### src/rtl/cpu_types_pkg.sv
// Shared CPU-side types: machine word, RAM handshake state and arbiter FSM state.
package cpu_types_pkg;

  typedef logic [31:0] word_t;

  typedef enum logic [1:0] {
    FREE   = 2'd0,
    BUSY   = 2'd1,
    ACCESS = 2'd2,
    ERROR  = 2'd3
  } ramstate_t;

  typedef enum logic [1:0] {
    IDLE  = 2'd0,
    DSERV = 2'd1,
    ISERV = 2'd2,
    ERR   = 2'd3
  } arb_state_t;

endpackage

### src/rtl/arb_timeout_counter.sv
// Counts stalled serve cycles; expired flags the last permitted stall cycle.
module arb_timeout_counter #(
  parameter int TIMEOUT = 64
) (
  input  logic clk,
  input  logic rst,
  input  logic clr,
  input  logic en,
  output logic expired
);

  localparam int W = (TIMEOUT > 1) ? $clog2(TIMEOUT) : 1;
  localparam logic [W-1:0] LAST = W'(TIMEOUT - 1);

  logic [W-1:0] count;

  always_ff @(posedge clk or posedge rst) begin
    if (rst) begin
      count <= '0;
    end else if (clr) begin
      count <= '0;
    end else if (en && count != LAST) begin
      count <= count + W'(1);
    end
  end

  assign expired = en && (count == LAST);

endmodule

### src/rtl/memory_arbiter_fsm.sv
// Serialises instruction fetches and data accesses onto the single RAM port,
// data first, with a starvation guard that eventually forces a fetch through.
module memory_arbiter_fsm
  import cpu_types_pkg::*;
#(
  parameter int TIMEOUT      = 64,
  parameter int STARVE_LIMIT = 4
) (
  input  logic      CLK,
  input  logic      nRST,
  input  logic      iREN,
  input  word_t     iaddr,
  input  logic      dREN,
  input  logic      dWEN,
  input  word_t     daddr,
  input  word_t     dstore,
  output logic      iwait,
  output logic      dwait,
  output word_t     iload,
  output word_t     dload,
  output logic      ramREN,
  output logic      ramWEN,
  output word_t     ramaddr,
  output word_t     ramstore,
  input  word_t     ramload,
  input  ramstate_t ramstate,
  output logic      arb_err
);

  localparam logic [1:0] S_IDLE  = IDLE;
  localparam logic [1:0] S_DSERV = DSERV;
  localparam logic [1:0] S_ISERV = ISERV;
  localparam logic [1:0] S_ERR   = ERR;

  localparam int SW = $clog2(STARVE_LIMIT + 1);
  localparam logic [SW-1:0] LIMIT = SW'(STARVE_LIMIT);

  logic [1:0]    state, next_state;
  logic [SW-1:0] dstreak, dstreak_next;
  logic          d_req, serving, dropped, starve;
  logic          d_done, i_done, tmo_expired;

  assign d_req   = dREN | dWEN;
  assign serving = (state == S_DSERV) || (state == S_ISERV);
  assign dropped = ((state == S_DSERV) && !d_req) || ((state == S_ISERV) && !iREN);
  assign starve  = (dstreak == LIMIT) && iREN;
  assign d_done  = (state == S_DSERV) && d_req && (ramstate == ACCESS);
  assign i_done  = (state == S_ISERV) && iREN && (ramstate == ACCESS);

  arb_timeout_counter #(.TIMEOUT(TIMEOUT)) u_timeout (
    .clk     (CLK),
    .rst     (nRST),
    .clr     (!serving),
    .en      (serving && (ramstate != ACCESS)),
    .expired (tmo_expired)
  );

  // NOTE: combinational blocks use blocking '=' with a default for every
  // output first, so no path leaves a signal unassigned and no latch forms.
  always_comb begin
    next_state = state;
    case (state)
      S_IDLE: begin
        if (starve)     next_state = S_ISERV;
        else if (d_req) next_state = S_DSERV;
        else if (iREN)  next_state = S_ISERV;
      end
      S_DSERV, S_ISERV: begin
        if (dropped)                     next_state = S_IDLE;
        else if (ramstate == ERROR)      next_state = S_ERR;
        else if (ramstate == ACCESS)     next_state = S_IDLE;
        else if (tmo_expired)            next_state = S_ERR;
      end
      default: next_state = S_IDLE;
    endcase
  end

  always_comb begin
    dstreak_next = dstreak;
    if (d_done) begin
      if (!iREN)                 dstreak_next = '0;
      else if (dstreak != LIMIT) dstreak_next = dstreak + SW'(1);
    end else if (i_done) begin
      dstreak_next = '0;
    end
  end

  // RAM-side outputs follow the state register, so an asynchronous reset
  // drops the enables without waiting for a clock edge.
  always_comb begin
    iwait    = 1'b1;
    dwait    = 1'b1;
    iload    = '0;
    dload    = '0;
    ramREN   = 1'b0;
    ramWEN   = 1'b0;
    ramaddr  = '0;
    ramstore = '0;
    case (state)
      S_DSERV: begin
        if (d_req) begin
          ramaddr  = daddr;
          ramstore = dstore;
          ramWEN   = dWEN;
          ramREN   = dREN & ~dWEN;
        end
        if (d_done) begin
          dwait = 1'b0;
          dload = dWEN ? '0 : ramload;
        end
      end
      S_ISERV: begin
        if (iREN) begin
          ramaddr = iaddr;
          ramREN  = 1'b1;
        end
        if (i_done) begin
          iwait = 1'b0;
          iload = ramload;
        end
      end
      default: ;
    endcase
  end

  // NOTE: state registers use non-blocking '<=' so every flop samples the
  // pre-edge values regardless of block ordering.
  always_ff @(posedge CLK or posedge nRST) begin
    if (nRST) begin
      state   <= S_IDLE;
      dstreak <= '0;
      arb_err <= 1'b0;
    end else begin
      state   <= next_state;
      dstreak <= dstreak_next;
      if (next_state == S_ERR) arb_err <= 1'b1;
    end
  end

endmodule

### config.mk
export PLATFORM = sky130hd
export DESIGN_NAME = memory_arbiter_fsm
export DESIGN_NICKNAME = d
export VERILOG_FILES = /design/src/rtl/cpu_types_pkg.sv /design/src/rtl/arb_timeout_counter.sv /design/src/rtl/memory_arbiter_fsm.sv
export SDC_FILE = /design/constraint.sdc
export NUM_CORES = 1
export LEC_CHECK = 0
export ABC_AREA = 1
export CAP_MARGIN = 0
export CORE_AREA = 2 2 105 107
export DETAILED_ROUTE_END_ITERATION = 10
export DIE_AREA = 0 0 107 109
export PLACE_DENSITY = 0.78
export SKIP_LAST_GASP = 1
export SLEW_MARGIN = 20
export SYNTH_ARGS = -nofsm -noshare
export SYNTH_HDL_FRONTEND = slang
export SYNTH_HIERARCHICAL = 1
export SYNTH_SLANG_ARGS = --single-unit
### constraint.sdc
create_clock -name CLK -period 2.6 [get_ports CLK]
set_input_delay 0.26 -clock CLK [delete_from_list [all_inputs] [get_ports CLK]]
set_output_delay 0.26 -clock CLK [all_outputs]
set_load 0.005 [all_outputs]
Word-level counts from Yosys, hierarchy flattened
Cells that the tools add are included.
- bits in registers: 12
- input port bits: 135
- output and inout port bits: 133
- logic and storage cells: 72
- add/subtract/negate cells: 2
- eq/ne operators: 12
- multiplexer cells: 33
- bitwise gates (word level): 3
- reductions and logical operators: 18
- operators by type and width (operator ; count):
    $mux 32 ; 9
    $pmux 32 s2 ; 1
    $mux 2 ; 7
    $mux 3 ; 4
    $mux 6 ; 2
    $logic_and 1x1->1 ; 10
    $eq 2x2->1 const B ; 4
    $mux 1 ; 8
    $add 6x1->6 const B ; 1
    $eq 6x6->1 const B ; 1
    $ne 6x6->1 const B ; 1
    $pmux 2 s2 ; 1
    $add 3x1->3 const B ; 1
    $eq 3x3->1 const B ; 1
    $ne 3x2->1 const B ; 1
    $ne 3x3->1 const B ; 1
    $eq 2x1->1 const B ; 1
    $logic_not 1->1 ; 2
    $logic_not 2->1 ; 1
    $logic_or 1x1->1 ; 2
    $ne 2x1->1 const B ; 1
    $ne 2x2->1 const B ; 1
    $pmux 1 s2 ; 1
    $reduce_and 2->1 ; 1
    5 further kinds ; 5

Depth between registers and ports, before layout
Gate-level depths: netlist (run 1).
- word-level depth: 10
- depth in mapped cells: 13
- gate-level depth less buffers: 12

Hierarchy
The synthesis (run 1) kept the hierarchy.
- by module, submodules not included (module ; times used ; cells each ; area an instance (um^2) ; sequential area each (um^2)):
    memory_arbiter_fsm ; 1 ; 359 ; 1784.2 ; 150.1
    arb_timeout_counter ; 1 ; 54 ; 395.4 ; 150.1

Worst setup path after synthesis (run 1)
Ideal clock, no wire load.
- path kind: register to register
- from: register state[1]
- to: register arb_err
- library setup time: 0.065 ns
- data arrival time: 2.019 ns
- required time: 2.535 ns
- path slack: 0.516 ns
- stages on the path, launching flop included: 14
- path buffers: 1
- period minus slack after synthesis: 2.084 ns
- cells stage by stage: dfrtp_1 inv_1 ha_1 clkinv_1 clkbuf_1 nor2_1 inv_1 nor2_1 o21ai_0 nand2_1 nand2_1 nand2_1 nand3_1 nand2_1
- word-level cells in the longest chain between the ends: 10
- elaborated cells between the ends (all ways): 19
- classes of those cells: eq/ne (3); mux (8); reduce/logical (8)
- ends and longest elaborated chain (what ; RTL line ; RTL):
    from (decl) ; memory_arbiter_fsm.sv:38 ; logic [1:0] state, next_state;
    from (signal assigned) ; memory_arbiter_fsm.sv:134 ; state <= next_state;
    $eq 2x1->1 or $eq 2x2->1 (tied branches) ; memory_arbiter_fsm.sv:44 ; assign serving = (state == S_DSERV) || (state == S_ISERV);
    $logic_or 1x1->1 * ; memory_arbiter_fsm.sv:44 ;
    $logic_and 1x1->1 * ; memory_arbiter_fsm.sv:54 ; .en (serving && (ramstate != ACCESS)),
    $logic_and 1x1->1 * ; arb_timeout_counter.sv:27 ; assign expired = en && (count == LAST);
    named net tmo_expired ; memory_arbiter_fsm.sv:41 ; logic d_done, i_done, tmo_expired;
    $mux 2 * ; memory_arbiter_fsm.sv:72 ; else if (tmo_expired) next_state = S_ERR;
    $mux 2 * ; memory_arbiter_fsm.sv:71 ; else if (ramstate == ACCESS) next_state = S_IDLE;
    $mux 2 * ; memory_arbiter_fsm.sv:70 ; else if (ramstate == ERROR) next_state = S_ERR;
    $mux 2 * ; memory_arbiter_fsm.sv:69 ; if (dropped) next_state = S_IDLE;
    $pmux 2 s2 * ; memory_arbiter_fsm.sv:62 ; case (state)
    $eq 2x2->1 * ; memory_arbiter_fsm.sv:136 ; if (next_state == S_ERR) arb_err <= 1'b1;
    to (signal assigned) ; memory_arbiter_fsm.sv:132 ; arb_err <= 1'b0;
    to (signal assigned) ; memory_arbiter_fsm.sv:136 ;
    to (decl) ; memory_arbiter_fsm.sv:27 ; output logic arb_err
The timed path passes the listed nets; every way through them passes the cells marked *.
A chain may end at the register's enable or synchronous reset.

Worst setup path in the final report (run 1)
- from: register state[0]
- to: output port iload[19]
- word-level cells in the longest chain between the ends: 5
- ends and longest elaborated chain (what ; RTL line ; RTL):
    $eq 2x2->1 * ; memory_arbiter_fsm.sv:48, memory_arbiter_fsm.sv:99 ;
    $logic_and 1x1->1 (2 in a row) ; memory_arbiter_fsm.sv:48 ; assign i_done = (state == S_ISERV) && iREN && (ramstate == ACCESS);
    $mux 32 ; memory_arbiter_fsm.sv:117 ; if (i_done) begin
    $mux 32 * ; memory_arbiter_fsm.sv:99 ; case (state)
    to (decl) ; memory_arbiter_fsm.sv:19 ; output word_t iload,
Mark *: on every way between the ends. The rest lies on a longest branch, timed or not.

==> results.json, run 1 <==
{
  "status": "complete, no violations",
  "reg2reg_slack_ns": 0.69,
  "total_power_mw": 2.39,
  "fp.dieH_um": 109,
  "critical_path.cell_chain": "inv_1 -> ha_1 -> nand3_2 -> inv_2 -> nand2_2 -> buf_12 -> nor2_1 -> clkdlybuf4s50_1",
  "cts.sinks": 12,
  "setup_viol": 0,
  "layout.cells.non_filler": 810,
  "timing.rr.start": "state[0]",
  "reg2reg_depth": 13,
  "insertion_delay_ns": 0.24,
  "finalWeightedCongestion": 0.807,
  "ys_seq_area_frac": 0.138,
  "hpwl_mm": 8.30,
  "fillCellCount": 1053,
  "syn-num-nets": 556,
  "dr.pass1.iters": 4,
  "p_per_area_nw_per_um2": 470,
  "clk_root_buffer_cell": "clkbuf_8",
  "io_buffers": 267,
  "antenna_found_initial": 1,
  "place_inst": 806,
  "maxSlewViolCount": 0,
  "fmax_mhz": 415,
  "synth_edf_count": 0,
  "hold_viol": 0,
  "synth_most_common_cell": "nor2_1",
  "cp-end-kind": "output pin",
  "crit_buf_inv": 4,
  "ir_worst_vdd_uv": 505,
  "overflow": 0,
  "synth_area_leaders": "nor2_1 (18%), nand3_1 (17%), inv_1 (15%)",
  "grt_use_total": 0.155,
  "area_delta_synth_final_pct": 133,
  "use_met3": 0.0341,
  "min_period_ns": 2.41,
  "yosys_warnings": 6,
  "antennaDiodeCount": 0,
  "htree_levels": 1,
  "clockBufferDepth": 2,
  "cp-start-kind": "flip-flop",
  "yosys.area.top_type": "nor2_1",
  "yosysTopAreaCellShare": 0.183,
  "synthFlopType": "dfrtp_1",
  "grt_use_met1": 0.185,
  "drv_cap": 0,
  "hold_ws_ns": 0.262,
  "cts.clk_slew.worst_paths_ns": 0.05,
  "finClkSkew_ns": 0.00502,
  "syn_area_um2": 2180,
  "drive_gt1_frac": 0.0478,
  "hp-class": "primary input to async pin",
  "ys_ff_latch": 12,
  "grt_pass1_vias": 3063,
  "start_util": 0.206,
  "rsz0062_at_grt": "false",
  "via_per_inst": 4.22,
  "grt_pass1_wl_mm": 14.9,
  "ant_nets": 0,
  "post_cts_buffers": 0,
  "dpl-instance-area_um2": 5020,
  "cts_tree": "done",
  "syn-instance-count": 413,
  "wire_per_inst_um": 12.5,
  "gr-max-usage-layer": "met2",
  "drc": 0,
  "critPathKind": "flip-flop to output pin",
  "tns_ns": 0,
  "ys_types": 25,
  "ioPinCount": 268,
  "die_w_um": 107,
  "cts_made_buffers": 3,
  "worstPathArrival_ns": 2.15,
  "rows": 38,
  "crit_family": "buffers and inverters",
  "cts_resized": 0,
  "drt_iter0_drc": 181,
  "synth_area_per_cell_um2": 5.28,
  "crit_required_ns": 2.34,
  "period_share": 0.928,
  "tightest_slew_ns": 0.351,
  "cp.depth": 8,
  "ctsHoldBuffers": 0,
  "finish.net_count": 814,
  "vias": 3417,
  "finalWirelength_mm": 10.1,
  "slew_headroom": 0.766,
  "rr_endpoint": "arb_err",
  "cpPeakStageDelay_ns": 0.53,
  "synthArstFlopShare": 1.00,
  "final_area_um2": 5080,
  "synth_common_cells": "nor2_1 (106), inv_1 (86), nand3_1 (76)",
  "grtUsageMet2": 0.286,
  "grt_max_degree": 40,
  "cp_slowest_cell": "clkdlybuf4s50_1",
  "dieArea_um2": 11700,
  "design.core.area_um2": 10600,
  "cellLeakagePower_nw": 2.24,
  "critPathMaxFanout": 32
}
cell type report:
type                    instances  area [um2]  share of cell area
inverters                      91         342              0.0673
repair buffers                280        2820               0.556
well taps                     140         175              0.0345
multi-input cells             283        1380               0.272
clock buffers                   4        55.1              0.0108
flip-flops and latches         12         300              0.0591
through the flow:
| stage | worst slack (ns) | util |
|---|---|---|
| final | 0.188 | 0.479 |
| after global routing | 0.0169 | 0.479 |
| after CTS | 0.103 | 0.478 |
| after global placement | 0.232 | 0.473 |
| after floorplan | 0.516 | - |
| after detailed placement | 0.240 | 0.473 |
placed cells by master, fill, tap and decap left out:
master           count
nand2_4              2
buf_12               4
o21ai_1              3
xor2_1               1
nor3_1               1
clkbuf_8             4
o21ai_4              1
nand3_1             76
ha_1                 7
clkinv_1             2
nand2_2              2
nand4_1              8
clkdlybuf4s50_1    267
buf_4                8
nand2_1             29
nor2_1             106
a21oi_1             35
inv_1               86
o21bai_1             1
dfrtp_1             12
buf_6                1
nor2_4               2
o21ai_0              4
ha_2                 1
nand3_2              2
o21ai_2              2
inv_2                3
cells by family after synthesis:
logic type	share of synthesized area
XOR/XNOR	0.00402
AND/OR/NAND/NOR	0.468
AO/OA/AOI/OAI	0.115
adder cells (fa/ha/maj)	0.0459
buffers and inverters	0.229
flip-flops	0.138
worst register-to-register path, cell delays in order, from the launching register on:
cell and delay [ns]:
dfrtp_1 0.40, inv_1 0.11, ha_1 0.31, clkinv_1 0.13, nor2_1 0.13, buf_4 0.15
inv_1 0.04, nor2_1 0.12, o21ai_0 0.10, nand2_1 0.06, nand2_1 0.07, nand2_1 0.06
nand3_1 0.10, nand2_1 0.08
state kept, by name, indices dropped and copies added, names as in the netlist:
name             flops
dstreak              3
u_timeout/count      6
state                2
arb_err              1
worst max path at each step:
stage	startpoint	endpoint
floorplan	state[1]	arb_err
global placement	dWEN	dwait
detailed placement	dWEN	dwait
CTS	state[1]	ramREN
global route	state[0]	ramREN
finish	state[0]	iload[19]
power breakdown:
| part | leakage, nW | internal (mW) | total (mW) | switching, mW |
|---|---|---|---|---|
| clock network | 0.0288 | 0.134 | 0.201 | 0.0674 |
| logic | 2.06 | 0.983 | 1.91 | 0.930 |
| registers | 0.157 | 0.233 | 0.273 | 0.0393 |
| total | 2.24 | 1.35 | 2.39 | 1.04 |
routing by layer:
layer	part of all wire	up-vias	wire length [um]
met1	0.41	1463	4150
met3	0.074	18	745
met2	0.50	149	5020
met4	0.017	2	170
met5	0.0016	-	16
li1	-	1785	-
Power figures use the tool's default switching activity.
==> run 2, diff against run 1 <==
Settings changed: GPL_TIMING_DRIVEN set to 0.
==> run 2 against run 1 <==
Compared with the run above:
- fmax down 2.1%
- die area stayed put
- register-to-register slack worse by 0.26 ns
- setup slack worse by 0.051 ns
- wire length is 4.9% higher
- combinational power about the same
- global-route usage is 0.75 points higher
- clock power increased by 4%
- critical path type unchanged
==> results.json, run 2 (same netlist as run 1, synthesis figures left out) <==
{
  "cp-end-kind": "output pin",
  "clk_root_buffer_cell": "clkbuf_8",
  "maxSlewViolCount": 0,
  "design.core.area_um2": 10600,
  "hpwl_mm": 8.98,
  "fillCellCount": 1050,
  "worstPathArrival_ns": 2.20,
  "timing.rr.start": "state[0]",
  "antennaDiodeCount": 0,
  "regMostFlops": "u_timeout/count",
  "die_w_um": 107,
  "p_per_area_nw_per_um2": 467,
  "min_period_ns": 2.46,
  "place_ws_ns": 0.0314,
  "antenna_found_initial": 0,
  "cts_tree": "done",
  "rows": 38,
  "period_share": 0.947,
  "tightest_slew_ns": 0.280,
  "rsz0062_at_grt": "false",
  "htree_levels": 1,
  "setup_viol": 0,
  "wire_per_inst_um": 12.8,
  "ctsHoldBuffers": 0,
  "reg.largest.list": "u_timeout/count x6, dstreak x3, state x2",
  "crit_path_start": "state[1]",
  "finish.net_count": 830,
  "grt_max_degree": 13,
  "largest_register_ffs": 6,
  "fmax_mhz": 406,
  "grt_pass1_vias": 3077,
  "finalWeightedCongestion": 0.811,
  "insertion_delay_ns": 0.25,
  "hold_viol": 0,
  "cts.clk_slew.worst_paths_ns": 0.06,
  "via_per_inst": 4.31,
  "drv_cap": 0,
  "clockBufferDepth": 2,
  "layout_common_cells": "clkdlybuf4s50_1 (267), nor2_1 (105), inv_1 (85)",
  "finClkSkew_ns": 0.00522,
  "ir_worst_vdd_uv": 271,
  "tns_ns": 0,
  "final_common_cell": "clkdlybuf4s50_1",
  "overflow": 0,
  "finalWirelength_mm": 10.6,
  "fp.dieH_um": 109,
  "drc": 0,
  "grt_pass1_wl_mm": 15.4,
  "cp-start-kind": "flip-flop",
  "ant_nets": 0,
  "critPathMaxFanout": 10,
  "dr.pass1.iters": 4,
  "crit_required_ns": 2.34,
  "status": "complete, no violations",
  "critPathKind": "flip-flop to output pin",
  "drt_iter0_drc": 169,
  "start_util": 0.206,
  "place_inst": 820,
  "ioPinCount": 268,
  "cts.sinks": 12,
  "slew_headroom": 0.812,
  "vias": 3562,
  "drive_gt1_frac": 0.0743,
  "fin_ws_ns": 0.137,
  "layout.cells.non_filler": 826,
  "grt_use_total": 0.163,
  "cellLeakagePower_nw": 2.28,
  "io_buffers": 267,
  "cts_made_buffers": 3,
  "area_delta_synth_final_pct": 135,
  "hold_ws_ns": 0.246,
  "dieArea_um2": 11700,
  "hp-class": "primary input to async pin"
}
-- run 2: cell count changes in the layout (fill, tap and decap cells not counted), moves of 3 or more --
cell | previous run | this run
buf_4 | 8 | 5
clkbuf_4 | 0 | 3
buf_6 | 1 | 4
buf_12 | 4 | 0
buf_2 | 0 | 17
-- run 2: worst max-delay path, cell delays in order, from the launching register on --
cell	delay [ns]
dfrtp_2	0.43
inv_1	0.11
ha_1	0.18
buf_6	0.15
nand4_1	0.08
buf_4	0.17
clkbuf_4	0.21
nor2_1	0.11
clkdlybuf4s50_1	0.51
-- run 2: timing repair --
item | in CTS | in global routing
pin swaps | 1 | 0
gates resized for setup | 3 | 14
cloned | 0 | 0
setup endpoints to repair | 39 | 93
buffers inserted | 2 | 0
-- run 2: final cells by class --
type,count,area [um2],area share
plain buffers,27,175,0.0342
clock buffers,4,55.1,0.0107
inverters,91,345,0.0673
multi-input cells,283,1390,0.271
flip-flops and latches,12,302,0.0588
well taps,140,175,0.0342
repair buffers,269,2690,0.524
-- run 2: worst paths after layout --
| check | to | slack (ns) | depth (start not counted) |
|---|---|---|---|
| max reg2reg | arb_err | 0.43 | 13 |
| min | arb_err | 0.25 | 2 |
| min in group CLK | arb_err | 0.48 | 2 |
| max in group asynchronous | u_timeout/count[1] | 2.12 | 2 |
| min reg2reg | arb_err | 0.48 | 2 |
| max | dload[18] | 0.14 | 8 |
-- run 2: power breakdown --
group	switching [mW]	total, mW	internal [mW]
clock network	0.0752	0.209	0.134
logic	0.953	1.91	0.956
registers	0.0435	0.278	0.234
-- run 2: metal layers --
metal  GRT usage  routed length, um
met2       0.297               5310
met3      0.0305                693
met4      0.0371                191
met1       0.198               4400
met5           0                  0
-- run 2: through the flow --
step                      cell area (um2)  utilization  power (mW)
after floorplan                      2180            -        1.16
after detailed placement             5030        0.474        2.12
after global placement               5030        0.474        2.11
after global routing                 5130        0.484        2.60
final                                5130        0.484        2.40
after CTS                            5100        0.481        2.36
==> run 3, diff against run 2 <==
--- a/config.mk
+++ b/config.mk
@@ -8,9 +8,9 @@
 export ABC_AREA = 1
 export CAP_MARGIN = 0
-export CORE_AREA = 2 2 105 107
+export CORE_AREA = 5 5 102 104
 export DETAILED_ROUTE_END_ITERATION = 10
 export DIE_AREA = 0 0 107 109
 export GPL_TIMING_DRIVEN = 0
-export PLACE_DENSITY = 0.78
+export PLACE_DENSITY = 0.85
 export SKIP_LAST_GASP = 1
 export SLEW_MARGIN = 20
==> constraint.sdc (replaced) <==
create_clock -name CLK -period 2.6 [get_ports CLK]
set_input_delay 0.26 -clock CLK [delete_from_list [all_inputs] [get_ports CLK]]
set_output_delay 0.26 -clock CLK [all_outputs]
set_load 0.05 [all_outputs]
==> run 3 against run 2 <==
Compared with the run above:
- sequential cell count did not move
- setup slack better by 0.0033 ns
- via count down 0.51%
- fmax up 0.14%
- register-to-register slack lost 0.21 ns
- die area unchanged
- largest cell class unchanged
==> results.json, run 3 (same netlist as run 1, synthesis figures left out) <==
{
  "critical_path.cell_chain": "inv_1 -> ha_1 -> clkinv_1 -> clkbuf_1 -> a21oi_1 -> clkdlybuf4s15_2",
  "reg2reg_depth": 13,
  "critPathMaxFanout": 10,
  "finish.net_count": 829,
  "gr-max-usage-layer": "met2",
  "grt_pass1_vias": 3308,
  "fillCellCount": 961,
  "use_met3": 0.0391,
  "regMostFlops": "u_timeout/count",
  "ioPinCount": 268,
  "final_common_cell": "clkdlybuf4s50_1",
  "clockBufferDepth": 2,
  "ctsHoldBuffers": 0,
  "vias": 3544,
  "finClkSkew_ns": 0.00331,
  "grt_use_total": 0.182,
  "hpwl_mm": 9.98,
  "cts_made_buffers": 3,
  "htree_levels": 1,
  "drc": 0,
  "min_period_ns": 2.46,
  "place_ws_ns": -0.151,
  "hold_viol": 0,
  "antenna_found_initial": 0,
  "drive_gt1_frac": 0.199,
  "worstPathArrival_ns": 2.20,
  "dr.pass1.iters": 4,
  "hold_ws_ns": 0.256,
  "grt_pass1_wl_mm": 17.3,
  "start_util": 0.230,
  "cts.sinks": 12,
  "timing.rr.start": "state[1]",
  "rsz0062_at_grt": "false",
  "io_buffers": 267,
  "insertion_delay_ns": 0.24,
  "tightest_slew_ns": 0.580,
  "status": "complete, no violations",
  "via_per_inst": 4.44,
  "cts.clk_slew.worst_paths_ns": 0.05,
  "crit_family": "buffers and inverters",
  "antennaDiodeCount": 0,
  "wire_per_inst_um": 14.7,
  "grt_max_degree": 13,
  "ant_nets": 0,
  "cp-start-kind": "flip-flop",
  "layout_common_cells": "clkdlybuf4s50_1 (136), nor2_1 (105), inv_1 (86)",
  "cpPeakStageDelay_ns": 0.42,
  "dieArea_um2": 11700,
  "overflow": 0,
  "fin_ws_ns": 0.140,
  "rows": 36,
  "area_delta_synth_final_pct": 119,
  "setup_viol": 0,
  "crit_buf_inv": 4,
  "cellLeakagePower_nw": 2.58,
  "grtUsageMet2": 0.347,
  "period_share": 0.946,
  "maxSlewViolCount": 0,
  "grt_use_met1": 0.210,
  "cp-end-kind": "output pin",
  "hp-class": "primary input to async pin",
  "p_per_area_nw_per_um2": 647,
  "fmax_mhz": 407,
  "reg.largest.list": "u_timeout/count x6, dstreak x3, state x2",
  "rr_endpoint": "arb_err",
  "clk_root_buffer_cell": "clkbuf_8",
  "reg2reg_slack_ns": 0.22,
  "finalWeightedCongestion": 0.855,
  "drv_cap": 0,
  "fp.dieH_um": 109,
  "cts_tree": "done",
  "cp_slowest_cell": "dfrtp_1",
  "drt_iter0_drc": 170,
  "slew_headroom": 0.612,
  "finalWirelength_mm": 11.8,
  "die_w_um": 107,
  "critPathKind": "flip-flop to output pin",
  "crit_required_ns": 2.34,
  "design.core.area_um2": 9460,
  "ir_worst_vdd_uv": 521,
  "total_power_mw": 3.09,
  "largest_register_ffs": 6
}
## run 3: cell count changes in the layout (fill, tap and decap cells not counted), moves of 3 or more
| cell | before | now |
|---|---|---|
| clkdlybuf4s50_1 | 267 | 136 |
| clkdlybuf4s15_2 | 0 | 31 |
| dlygate4sd2_1 | 0 | 34 |
| dlymetal6s2s_1 | 0 | 6 |
| clkbuf_4 | 3 | 0 |
| clkbuf_2 | 0 | 61 |
## run 3: timing repair
item | in CTS | in global routing
pin swaps | 0 | 1
hold endpoints to repair | 0 | 0
cloned | 0 | 0
resized for setup | 201 | 116
endpoints found under the setup margin | 125 | 94
buffers inserted | 0 | 1
## run 3: worst max-delay path by stage
stage                start      endpoint  slack (ns)  cells after the start
2_1_floorplan     state[0]     iload[10]        0.24                      8
3_3_place_gp   ramstate[1]     dload[18]       -0.15                      7
3_5_place_dp   ramstate[1]     dload[11]       -0.15                      7
4_1_cts           state[1]   ramaddr[30]       -0.11                      6
5_1_grt           state[1]  ramstore[20]       0.002                      7
6_report          state[1]   ramaddr[16]        0.14                      6
## run 3: through the flow
| stage | TNS (ns) | instance area (um2) | util | std cells |
|---|---|---|---|---|
| 5_1_grt | 0 | 4780 | 0.505 | 799 |
| 3_5_place_dp | -3.97 | 4990 | 0.528 | 794 |
| 3_3_place_gp | -3.60 | 4990 | 0.528 | 794 |
| 2_1_floorplan | 0 | 2180 | - | 413 |
| 6_report | 0 | 4780 | 0.505 | 799 |
| 4_1_cts | -0.107 | 4990 | 0.527 | 798 |
## run 3: power by group
part,internal [mW],switching (mW),total [mW]
Combinational,0.745,1.87,2.62
Sequential,0.233,0.0432,0.276
Clock,0.134,0.0677,0.201
## run 3: worst reg2reg max path: cells and delay by family (launching register included)
| family | cells | cell delay (ns) |
|---|---|---|
| buffers and inverters | 4 | 0.69 |
| adders and majority gates | 1 | 0.30 |
| AOI/OAI and AO/OA | 1 | 0.10 |
| and+or+nand+nor | 7 | 0.80 |
| DFF | 1 | 0.42 |
## run 3: final cells by class
| class | instances | area (um2) | area share |
|---|---|---|---|
| Inverter | 91 | 342 | 0.0715 |
| Sequential cell | 12 | 300 | 0.0628 |
| Multi-Input combinational cell | 283 | 1380 | 0.289 |
| Buffer | 27 | 160 | 0.0335 |
| Tap cell | 114 | 143 | 0.0299 |
| Timing Repair Buffer | 268 | 2400 | 0.501 |
| Clock buffer | 4 | 55.1 | 0.0115 |
## run 3: layer usage
layer  wire length [um]  vias to the layer above
met5                  0                        -
met3                920                       14
met1               4420                     1566
met4                204                        0
met2               6200                      149
li1                   -                     1815
